## src/rtl/lane_block_scheduler_pkg.sv

```systemverilog
// Game-wide constants shared by the lane scheduler and the block renderer,
// plus a small saturating-add helper for the score counters.
//   HW         height register width in pixels
//   LANE_NSLOT concurrent block slots per lane
//   H_TOP      height a block starts at when spawned
//   H_BOTTOM   off-screen height; also the parked height of an empty slot
//   HIT_LO/HI  inclusive hit window
package bnw_pkg;

  localparam int HW         = 10;
  localparam int LANE_NSLOT = 4;

  localparam logic [HW-1:0] H_TOP    = 10'd120;
  localparam logic [HW-1:0] H_BOTTOM = 10'd720;
  localparam logic [HW-1:0] HIT_LO   = 10'd600;
  localparam logic [HW-1:0] HIT_HI   = 10'd700;

  // Add a small increment to an 8-bit score, clamping at 255.
  function automatic logic [7:0] sat_add8(input logic [7:0] a, input logic [3:0] b);
    logic [8:0] s;
    s = {1'b0, a} + {5'b0, b};
    return s[8] ? 8'hFF : s[7:0];
  endfunction

endpackage

```

## src/rtl/lane_block_scheduler_if.sv

```systemverilog
// Lane scheduler bus: control/beat/key strobes in, slot pool and score out.
// All inputs are level or one-cycle strobes sampled on the rising clock;
// there is no back-pressure: every strobe is consumed in the cycle it is
// high, and every output pulse is high for exactly one cycle.
//   master : game controller / beat counter / key debouncer side (drives inputs)
//   slave  : lane_block_scheduler
interface lane_block_scheduler_if
  import bnw_pkg::*;
#(
  parameter int NSLOT = LANE_NSLOT,
  parameter int W     = HW
);
  logic               restart;
  logic               pause;
  logic               tick;
  logic [6:0]         beat_cnt;
  logic               note_at_beat;
  logic               key_press;
  logic [NSLOT*W-1:0] block_h;
  logic [NSLOT-1:0]   slot_active;
  logic               hit_pulse;
  logic               miss_pulse;
  logic               wrong_pulse;
  logic               drop_pulse;
  logic [7:0]         hit_cnt;
  logic [7:0]         miss_cnt;

  modport master (
    output restart, pause, tick, beat_cnt, note_at_beat, key_press,
    input  block_h, slot_active, hit_pulse, miss_pulse, wrong_pulse,
           drop_pulse, hit_cnt, miss_cnt
  );

  modport slave (
    input  restart, pause, tick, beat_cnt, note_at_beat, key_press,
    output block_h, slot_active, hit_pulse, miss_pulse, wrong_pulse,
           drop_pulse, hit_cnt, miss_cnt
  );
endinterface

```

## src/rtl/lane_slot_select.sv

```systemverilog
// Combinational slot picker for one lane.
//   slot_active in  NSLOT      live-slot mask (pre-update values)
//   block_h     in  NSLOT*HW   packed slot heights
//   free_idx    out            lowest-index inactive slot
//   free_vld    out            at least one slot is free
//   hit_idx     out            active slot inside the hit window with the
//                              largest height; ties go to the lowest index
//   hit_vld     out            at least one slot is inside the hit window
module lane_slot_select
  import bnw_pkg::*;
#(
  parameter int NSLOT = LANE_NSLOT,
  parameter int IW    = $clog2(NSLOT)
) (
  input  logic [NSLOT-1:0]    slot_active,
  input  logic [NSLOT*HW-1:0] block_h,
  output logic [IW-1:0]       free_idx,
  output logic                free_vld,
  output logic [IW-1:0]       hit_idx,
  output logic                hit_vld
);

  logic [HW-1:0] best_h;
  logic [HW-1:0] cur_h;

  // Scan high to low so the last assignment is the lowest free index.
  always_comb begin
    free_vld = 1'b0;
    free_idx = '0;
    for (int i = NSLOT - 1; i >= 0; i--) begin
      if (!slot_active[i]) begin
        free_vld = 1'b1;
        free_idx = IW'(i);
      end
    end
  end

  // Scan low to high; only a strictly deeper block displaces the current
  // pick, which leaves ties with the lower index.
  always_comb begin
    hit_vld = 1'b0;
    hit_idx = '0;
    best_h  = '0;
    cur_h   = '0;
    for (int i = 0; i < NSLOT; i++) begin
      cur_h = block_h[i*HW +: HW];
      if (slot_active[i] && cur_h >= HIT_LO && cur_h <= HIT_HI &&
          (!hit_vld || cur_h > best_h)) begin
        hit_vld = 1'b1;
        hit_idx = IW'(i);
        best_h  = cur_h;
      end
    end
  end

endmodule

```

## src/rtl/lane_block_scheduler.sv

```systemverilog
// Falling-block pool for one piano lane: spawns blocks on charted beat edges,
// advances them on frame ticks, retires them on a hit or at the bottom, and
// keeps saturating hit/miss scores. All outputs are registered (1-cycle latency).
//   clk    in  system clock
//   rst_n  in  synchronous active-low reset
//   bus    slave modport of lane_block_scheduler_if (strobes in, pool/score out)
module lane_block_scheduler
  import bnw_pkg::*;
(
  input  logic                   clk,
  input  logic                   rst_n,
  lane_block_scheduler_if.slave  bus
);

  localparam int NSLOT = LANE_NSLOT;
  localparam int IW    = $clog2(NSLOT);

  logic [HW-1:0]       h_q [NSLOT];
  logic [HW-1:0]       h_d [NSLOT];
  logic [NSLOT-1:0]    act_q, act_d;
  logic [NSLOT*HW-1:0] h_flat;
  logic [6:0]          pre_beat_q;
  logic                hit_pulse_q, miss_pulse_q, wrong_pulse_q, drop_pulse_q;
  logic [7:0]          hit_cnt_q, miss_cnt_q;

  logic [IW-1:0]       free_idx, hit_idx;
  logic                free_vld, hit_vld;
  logic                spawn_ev, key_ev, adv_ev;
  logic [NSLOT-1:0]    spawn_sel, hit_sel;
  logic [3:0]          n_miss;

  for (genvar g = 0; g < NSLOT; g++) begin : g_pack
    assign h_flat[g*HW +: HW] = h_q[g];
  end

  lane_slot_select #(.NSLOT(NSLOT), .IW(IW)) u_select (
    .slot_active (act_q),
    .block_h     (h_flat),
    .free_idx    (free_idx),
    .free_vld    (free_vld),
    .hit_idx     (hit_idx),
    .hit_vld     (hit_vld)
  );

  // Only a strictly increasing beat number spawns, so a chart restart or
  // counter wrap never injects a block.
  assign spawn_ev = (bus.beat_cnt > pre_beat_q) && bus.note_at_beat && !bus.pause;
  assign key_ev   = bus.key_press && !bus.pause;
  assign adv_ev   = bus.tick && !bus.pause;

  // Selections come from pre-cycle state: the spawn target is inactive, so it
  // can never be the hit target, and a slot freed this cycle stays empty.
  assign spawn_sel = (spawn_ev && free_vld) ? (NSLOT'(1) << free_idx) : '0;
  assign hit_sel   = (key_ev && hit_vld)    ? (NSLOT'(1) << hit_idx)  : '0;

  always_comb begin
    act_d  = act_q;
    n_miss = '0;
    for (int i = 0; i < NSLOT; i++) begin
      h_d[i] = h_q[i];
      if (spawn_sel[i]) begin
        h_d[i]   = H_TOP;
        act_d[i] = 1'b1;
      end else if (hit_sel[i]) begin
        h_d[i]   = H_BOTTOM;
        act_d[i] = 1'b0;
      end else if (adv_ev && act_q[i]) begin
        if (h_q[i] + HW'(1) == H_BOTTOM) begin
          h_d[i]   = H_BOTTOM;
          act_d[i] = 1'b0;
          n_miss   = n_miss + 4'd1;
        end else begin
          h_d[i] = h_q[i] + HW'(1);
        end
      end
    end
  end

  always_ff @(posedge clk) begin
    if (!rst_n || bus.restart) begin
      for (int i = 0; i < NSLOT; i++) h_q[i] <= H_BOTTOM;
      act_q         <= '0;
      pre_beat_q    <= '0;
      hit_pulse_q   <= 1'b0;
      miss_pulse_q  <= 1'b0;
      wrong_pulse_q <= 1'b0;
      drop_pulse_q  <= 1'b0;
      hit_cnt_q     <= '0;
      miss_cnt_q    <= '0;
    end else begin
      for (int i = 0; i < NSLOT; i++) h_q[i] <= h_d[i];
      act_q         <= act_d;
      pre_beat_q    <= bus.beat_cnt;
      hit_pulse_q   <= key_ev && hit_vld;
      wrong_pulse_q <= key_ev && !hit_vld;
      drop_pulse_q  <= spawn_ev && !free_vld;
      miss_pulse_q  <= (n_miss != 4'd0);
      hit_cnt_q     <= sat_add8(hit_cnt_q, {3'b0, key_ev && hit_vld});
      miss_cnt_q    <= sat_add8(miss_cnt_q, n_miss);
    end
  end

  assign bus.block_h     = h_flat;
  assign bus.slot_active = act_q;
  assign bus.hit_pulse   = hit_pulse_q;
  assign bus.miss_pulse  = miss_pulse_q;
  assign bus.wrong_pulse = wrong_pulse_q;
  assign bus.drop_pulse  = drop_pulse_q;
  assign bus.hit_cnt     = hit_cnt_q;
  assign bus.miss_cnt    = miss_cnt_q;

endmodule

```

## src/flat_wrapper.sv

```systemverilog
// flat-port wrapper written by rule: the top's interface ports become plain ports
module lane_block_scheduler_flat import bnw_pkg::*;
  (clk, rst_n, bus_restart, bus_pause, bus_tick, bus_beat_cnt, bus_note_at_beat, bus_key_press, bus_block_h, bus_slot_active, bus_hit_pulse, bus_miss_pulse, bus_wrong_pulse, bus_drop_pulse, bus_hit_cnt, bus_miss_cnt);
  lane_block_scheduler_if bus_i ();
  input  logic clk;
  input  logic rst_n;
  input wire logic [$bits(bus_i.restart)-1:0] bus_restart;
  input wire logic [$bits(bus_i.pause)-1:0] bus_pause;
  input wire logic [$bits(bus_i.tick)-1:0] bus_tick;
  input wire logic [$bits(bus_i.beat_cnt)-1:0] bus_beat_cnt;
  input wire logic [$bits(bus_i.note_at_beat)-1:0] bus_note_at_beat;
  input wire logic [$bits(bus_i.key_press)-1:0] bus_key_press;
  output wire logic [$bits(bus_i.block_h)-1:0] bus_block_h;
  output wire logic [$bits(bus_i.slot_active)-1:0] bus_slot_active;
  output wire logic [$bits(bus_i.hit_pulse)-1:0] bus_hit_pulse;
  output wire logic [$bits(bus_i.miss_pulse)-1:0] bus_miss_pulse;
  output wire logic [$bits(bus_i.wrong_pulse)-1:0] bus_wrong_pulse;
  output wire logic [$bits(bus_i.drop_pulse)-1:0] bus_drop_pulse;
  output wire logic [$bits(bus_i.hit_cnt)-1:0] bus_hit_cnt;
  output wire logic [$bits(bus_i.miss_cnt)-1:0] bus_miss_cnt;
  assign bus_i.restart = bus_restart;
  assign bus_i.pause = bus_pause;
  assign bus_i.tick = bus_tick;
  assign bus_i.beat_cnt = bus_beat_cnt;
  assign bus_i.note_at_beat = bus_note_at_beat;
  assign bus_i.key_press = bus_key_press;
  assign bus_block_h = bus_i.block_h;
  assign bus_slot_active = bus_i.slot_active;
  assign bus_hit_pulse = bus_i.hit_pulse;
  assign bus_miss_pulse = bus_i.miss_pulse;
  assign bus_wrong_pulse = bus_i.wrong_pulse;
  assign bus_drop_pulse = bus_i.drop_pulse;
  assign bus_hit_cnt = bus_i.hit_cnt;
  assign bus_miss_cnt = bus_i.miss_cnt;
  lane_block_scheduler u_core (.clk(clk), .rst_n(rst_n), .bus(bus_i));
endmodule
```

## config.mk

```make
export PLATFORM = sky130hd
export DESIGN_NAME = lane_block_scheduler_flat
export DESIGN_NICKNAME = d
export VERILOG_FILES = /design/src/rtl/lane_block_scheduler_pkg.sv /design/src/rtl/lane_block_scheduler_if.sv /design/src/rtl/lane_slot_select.sv /design/src/rtl/lane_block_scheduler.sv /design/src/flat_wrapper.sv
export SDC_FILE = /design/constraint.sdc
export NUM_CORES = 1
export LEC_CHECK = 0
export ABC_CLOCK_PERIOD_IN_PS = 11900
export BUFFER_PORTS_ARGS = -buffer_cell sky130_fd_sc_hd__buf_2
export CORE_ASPECT_RATIO = 0.8
export CORE_MARGIN = 2
export CORE_UTILIZATION = 39
export CTS_CLUSTER_DIAMETER = 80
export DETAILED_ROUTE_END_ITERATION = 6
export SYNTH_ARGS = -nofsm -noshare
export SYNTH_HDL_FRONTEND = slang
export SYNTH_HIERARCHICAL = 1
export SYNTH_SLANG_ARGS = --single-unit
```

## constraint.sdc

```tcl
create_clock -name clk -period 11.9 [get_ports clk]
set_input_delay 2.38 -clock clk [delete_from_list [all_inputs] [get_ports clk]]
set_output_delay 2.38 -clock clk [all_outputs]
set_load 0.05 [all_outputs]
```

==> results.sh <==
export IMPL_maxSlewViolCount=0
export IMPL_cts_htree_levels=3
export IMPL_max_cap_violations=0
export IMPL_critical_path_buf_inv_count=3
export IMPL_fmax_mhz=95.83
export IMPL_layout_drive_gt1_share=0.1771
export IMPL_maxSlewHeadroom=0.2139
export IMPL_routed_wl_um=14340
export IMPL_numClockSinks=71
export IMPL_arrival_ps=10700
export IMPL_ys_ff_latch=71
export IMPL_first_iter_violations=375
export IMPL_finalSetupViolCount=0
export IMPL_synthCells=628
export IMPL_core_area_sq_mm=0.01287
export IMPL_critical_path_top_delay_family="compound AO/OA/AOI/OAI gates"
export IMPL_final_seq_area_sq_mm=0.001421
export IMPL_critPathRequiredTime_ps=12170
export IMPL_p_per_area_mw_per_mm2=87.08
export IMPL_p_sw_frac=0.2517
export IMPL_clock_latency_ps=340
export IMPL_hold_buffers=0
export IMPL_gr_total_overflow=0
export IMPL_dp_hpwl_um=10710
export IMPL_routabilityCongestion=0.8826
export IMPL_fill_cells=1318
export IMPL_rsz0062_at_grt="no"
export IMPL_status="finished, final reports clean"
export IMPL_grt_pass1_vias=4728
export IMPL_die_y_um=106.6
export IMPL_clock_tree_buffer_depth=2
export IMPL_stdcell_count=892
export IMPL_vias=4902
export IMPL_pwr_share_seq=0.460
export IMPL_crit_top_cell="ha_1"
export IMPL_cts_root_buf="clkbuf_16"
export IMPL_tns_ps=0
export IMPL_syn_area_sq_mm=0.005135
export IMPL_grt_max_degree=37
export IMPL_worstSetupPathType="register to register"
export IMPL_first_pass_iters=5
export IMPL_critical_path_peak_fanout=10
export IMPL_rows=37
export IMPL_drc=0
export IMPL_cts_setup_buffers=0
export IMPL_grt_pass1_wl_um=24050
export IMPL_area_growth_syn_to_layout_pct=17.13
export IMPL_vias_per_cell=5.496
export IMPL_syn_mean_instance_area_sq_um=8.177
export IMPL_cp_slowest_cell="or4b_4"
export IMPL_leakagePower_nw=2.608
export IMPL_synth_warning_count=6
export IMPL_synth_main_ff_cell="dfxtp_1"
export IMPL_num_io_pins=78
export IMPL_power_share_clock=0.490
export IMPL_routedWlPerCell_um=16.08
export IMPL_start_util=0.3990
export IMPL_die_x_um=132.3
export IMPL_peakVddDrop_mv=0.06138
export IMPL_diodes=0
export IMPL_post_cts_resized=0
export IMPL_power_switching_w=0.0001318
export IMPL_fin_nets=777
export IMPL_grt_use_total=0.2103
export IMPL_antenna_left=0
export IMPL_cp_start_kind="register"
export IMPL_synth_seq_area_share=0.2768
export IMPL_end_kind="register"
export IMPL_antenna_found_initial=0
export IMPL_multi_input_area_sq_mm=0.003506
export IMPL_hold_path_class="register to register"
export IMPL_period_needed_ps=10440
export IMPL_crit_path_max_incr_delay_ps=510
export IMPL_io_buffers=77
export IMPL_ys_types=74
export IMPL_clk_pin_slew_ps=60
export IMPL_hold_slack_ps=531.0
export IMPL_skew_ps=7.519
export IMPL_numCtsBuffers=9
export IMPL_cts_tree="yes"
export IMPL_ys_async_sr_fraction=0
export IMPL_period_share=0.8769
export IMPL_p_comb_frac=0.049
export IMPL_synth_edff_count=0
export IMPL_post_place_cells=876
export IMPL_tightest_slew_ps=1167
export IMPL_die_area_sq_mm=0.01411
export IMPL_p_int_w=0.0003919
export IMPL_hold_viol_final=0
-- cell usage in the layout (no fill, tap or decap), drive strengths merged, types with 3 or more instances in the layout --
| cell | count |
|---|---|
| and4 | 8 |
| o21a | 3 |
| mux2 | 5 |
| a21oi | 49 |
| o21ai | 15 |
| nor4 | 4 |
| or3 | 7 |
| nand2b | 8 |
| clkinvlp | 3 |
| o22ai | 3 |
| clkbuf | 9 |
| xnor2 | 15 |
| o2111ai | 5 |
| xor2 | 24 |
| conb | 3 |
| nand3b | 7 |
| nor2 | 52 |
| a21o | 15 |
| nand4 | 25 |
| mux2i | 13 |
| nor3 | 10 |
| nor2b | 9 |
| inv | 50 |
| buf | 80 |
| a31oi | 7 |
| nand2 | 66 |
| nand3 | 29 |
| and3 | 10 |
| and3b | 5 |
| or2 | 4 |
| o32ai | 6 |
| and2 | 13 |
| dfxtp | 71 |
| ha | 50 |
-- Yosys cell counts, drive strengths merged, types with 3 or more instances --
| cell | n | share of area |
|---|---|---|
| and4 | 8 | 0.014 |
| nor4 | 4 | 0.011 |
| and3 | 10 | 0.012 |
| xor2 | 24 | 0.042 |
| o21ai | 15 | 0.015 |
| nand2b | 8 | 0.0097 |
| o22ai | 3 | 0.0037 |
| mux2 | 5 | 0.013 |
| ha | 50 | 0.12 |
| clkbuf | 7 | 0.0051 |
| or2 | 4 | 0.0049 |
| a31oi | 7 | 0.0085 |
| a21oi | 49 | 0.049 |
| nor2b | 9 | 0.011 |
| nand2 | 66 | 0.050 |
| nand3 | 29 | 0.031 |
| mux2i | 13 | 0.025 |
| o2111ai | 5 | 0.0097 |
| a21o | 15 | 0.022 |
| xnor2 | 15 | 0.026 |
| nand3b | 7 | 0.010 |
| o21a | 3 | 0.0044 |
| o32ai | 6 | 0.010 |
| and2 | 13 | 0.016 |
| inv | 47 | 0.035 |
| dfxtp | 71 | 0.28 |
| nor3 | 10 | 0.011 |
| or3 | 7 | 0.0088 |
| nor2 | 52 | 0.038 |
| nand4 | 25 | 0.030 |
| and3b | 5 | 0.0085 |
-- per-stage QoR --
stage          total power, W  setup WS, ps    util  cell area (sq um)
6_report            0.0005237          1465  0.4673               6015
5_1_grt             0.0005458         795.8  0.4673               6015
4_1_cts             0.0005314          1589  0.4673               6015
3_5_place_dp        0.0002721          1649  0.4455               5733
3_3_place_gp        0.0002713          1989  0.4455               5733
2_1_floorplan       0.0002633          2017       -               5142
-- worst paths after layout --
| kind | start | endpoint | slack (ps) | cells past startpoint |
|---|---|---|---|---|
| setup / recovery | u_core/bus.slot_active[0] | u_core/bus.miss_cnt[1] | 1460 | 43 |
| hold / removal | u_core/bus.miss_cnt[4] | u_core/bus.miss_cnt[4] | 530 | 1 |
| setup reg to reg | u_core/bus.slot_active[0] | u_core/bus.miss_cnt[1] | 1460 | 43 |
| hold reg to reg | u_core/bus.miss_cnt[4] | u_core/bus.miss_cnt[4] | 530 | 1 |
-- kinds of logic after synthesis --
group,synth area share
simple gates,0.2817
mux,0.03850
flops,0.2768
compound gates,0.1667
buf+inv,0.04191
xor+xnor,0.06798
other cells,0.0007303
fa+ha+maj,0.1257
-- state kept, by name, indices dropped and copies added, names as in the netlist --
register,flops
u_core/bus.hit_cnt,8
u_core/bus.drop_pulse,1
u_core/bus.wrong_pulse,1
u_core/pre_beat_q,7
u_core/h_q,40
u_core/bus.slot_active,4
u_core/bus.hit_pulse,1
u_core/bus.miss_cnt,8
u_core/bus.miss_pulse,1
-- power groups by stage --
stage,registers [W],logic (W),clock network [W]
after floorplan,0.000248,0.0000149,0
after global placement,0.000246,0.0000250,0
after detailed placement,0.000246,0.0000256,0
after CTS,0.000241,0.0000258,0.000265
after global routing,0.000241,0.0000285,0.000276
final,0.000241,0.0000258,0.000257
-- per-layer routing --
layer | global-route usage | part of all wire
met2 | 0.3229 | 0.43
met4 | 0.06068 | 0.012
met5 | 0 | 0
met1 | 0.2983 | 0.49
met3 | 0.04303 | 0.058
-- final cells by class --
cell class | count | area share
Multi-Input combinational cell | 503 | 0.5829
Sequential cell | 71 | 0.2363
Timing Repair Buffer | 80 | 0.06782
Clock buffer | 9 | 0.03745
Tap cell | 175 | 0.03641
Inverter | 47 | 0.02975
Clock inverter | 7 | 0.009361
No activity file was read; power rests on OpenSTA's default activity.
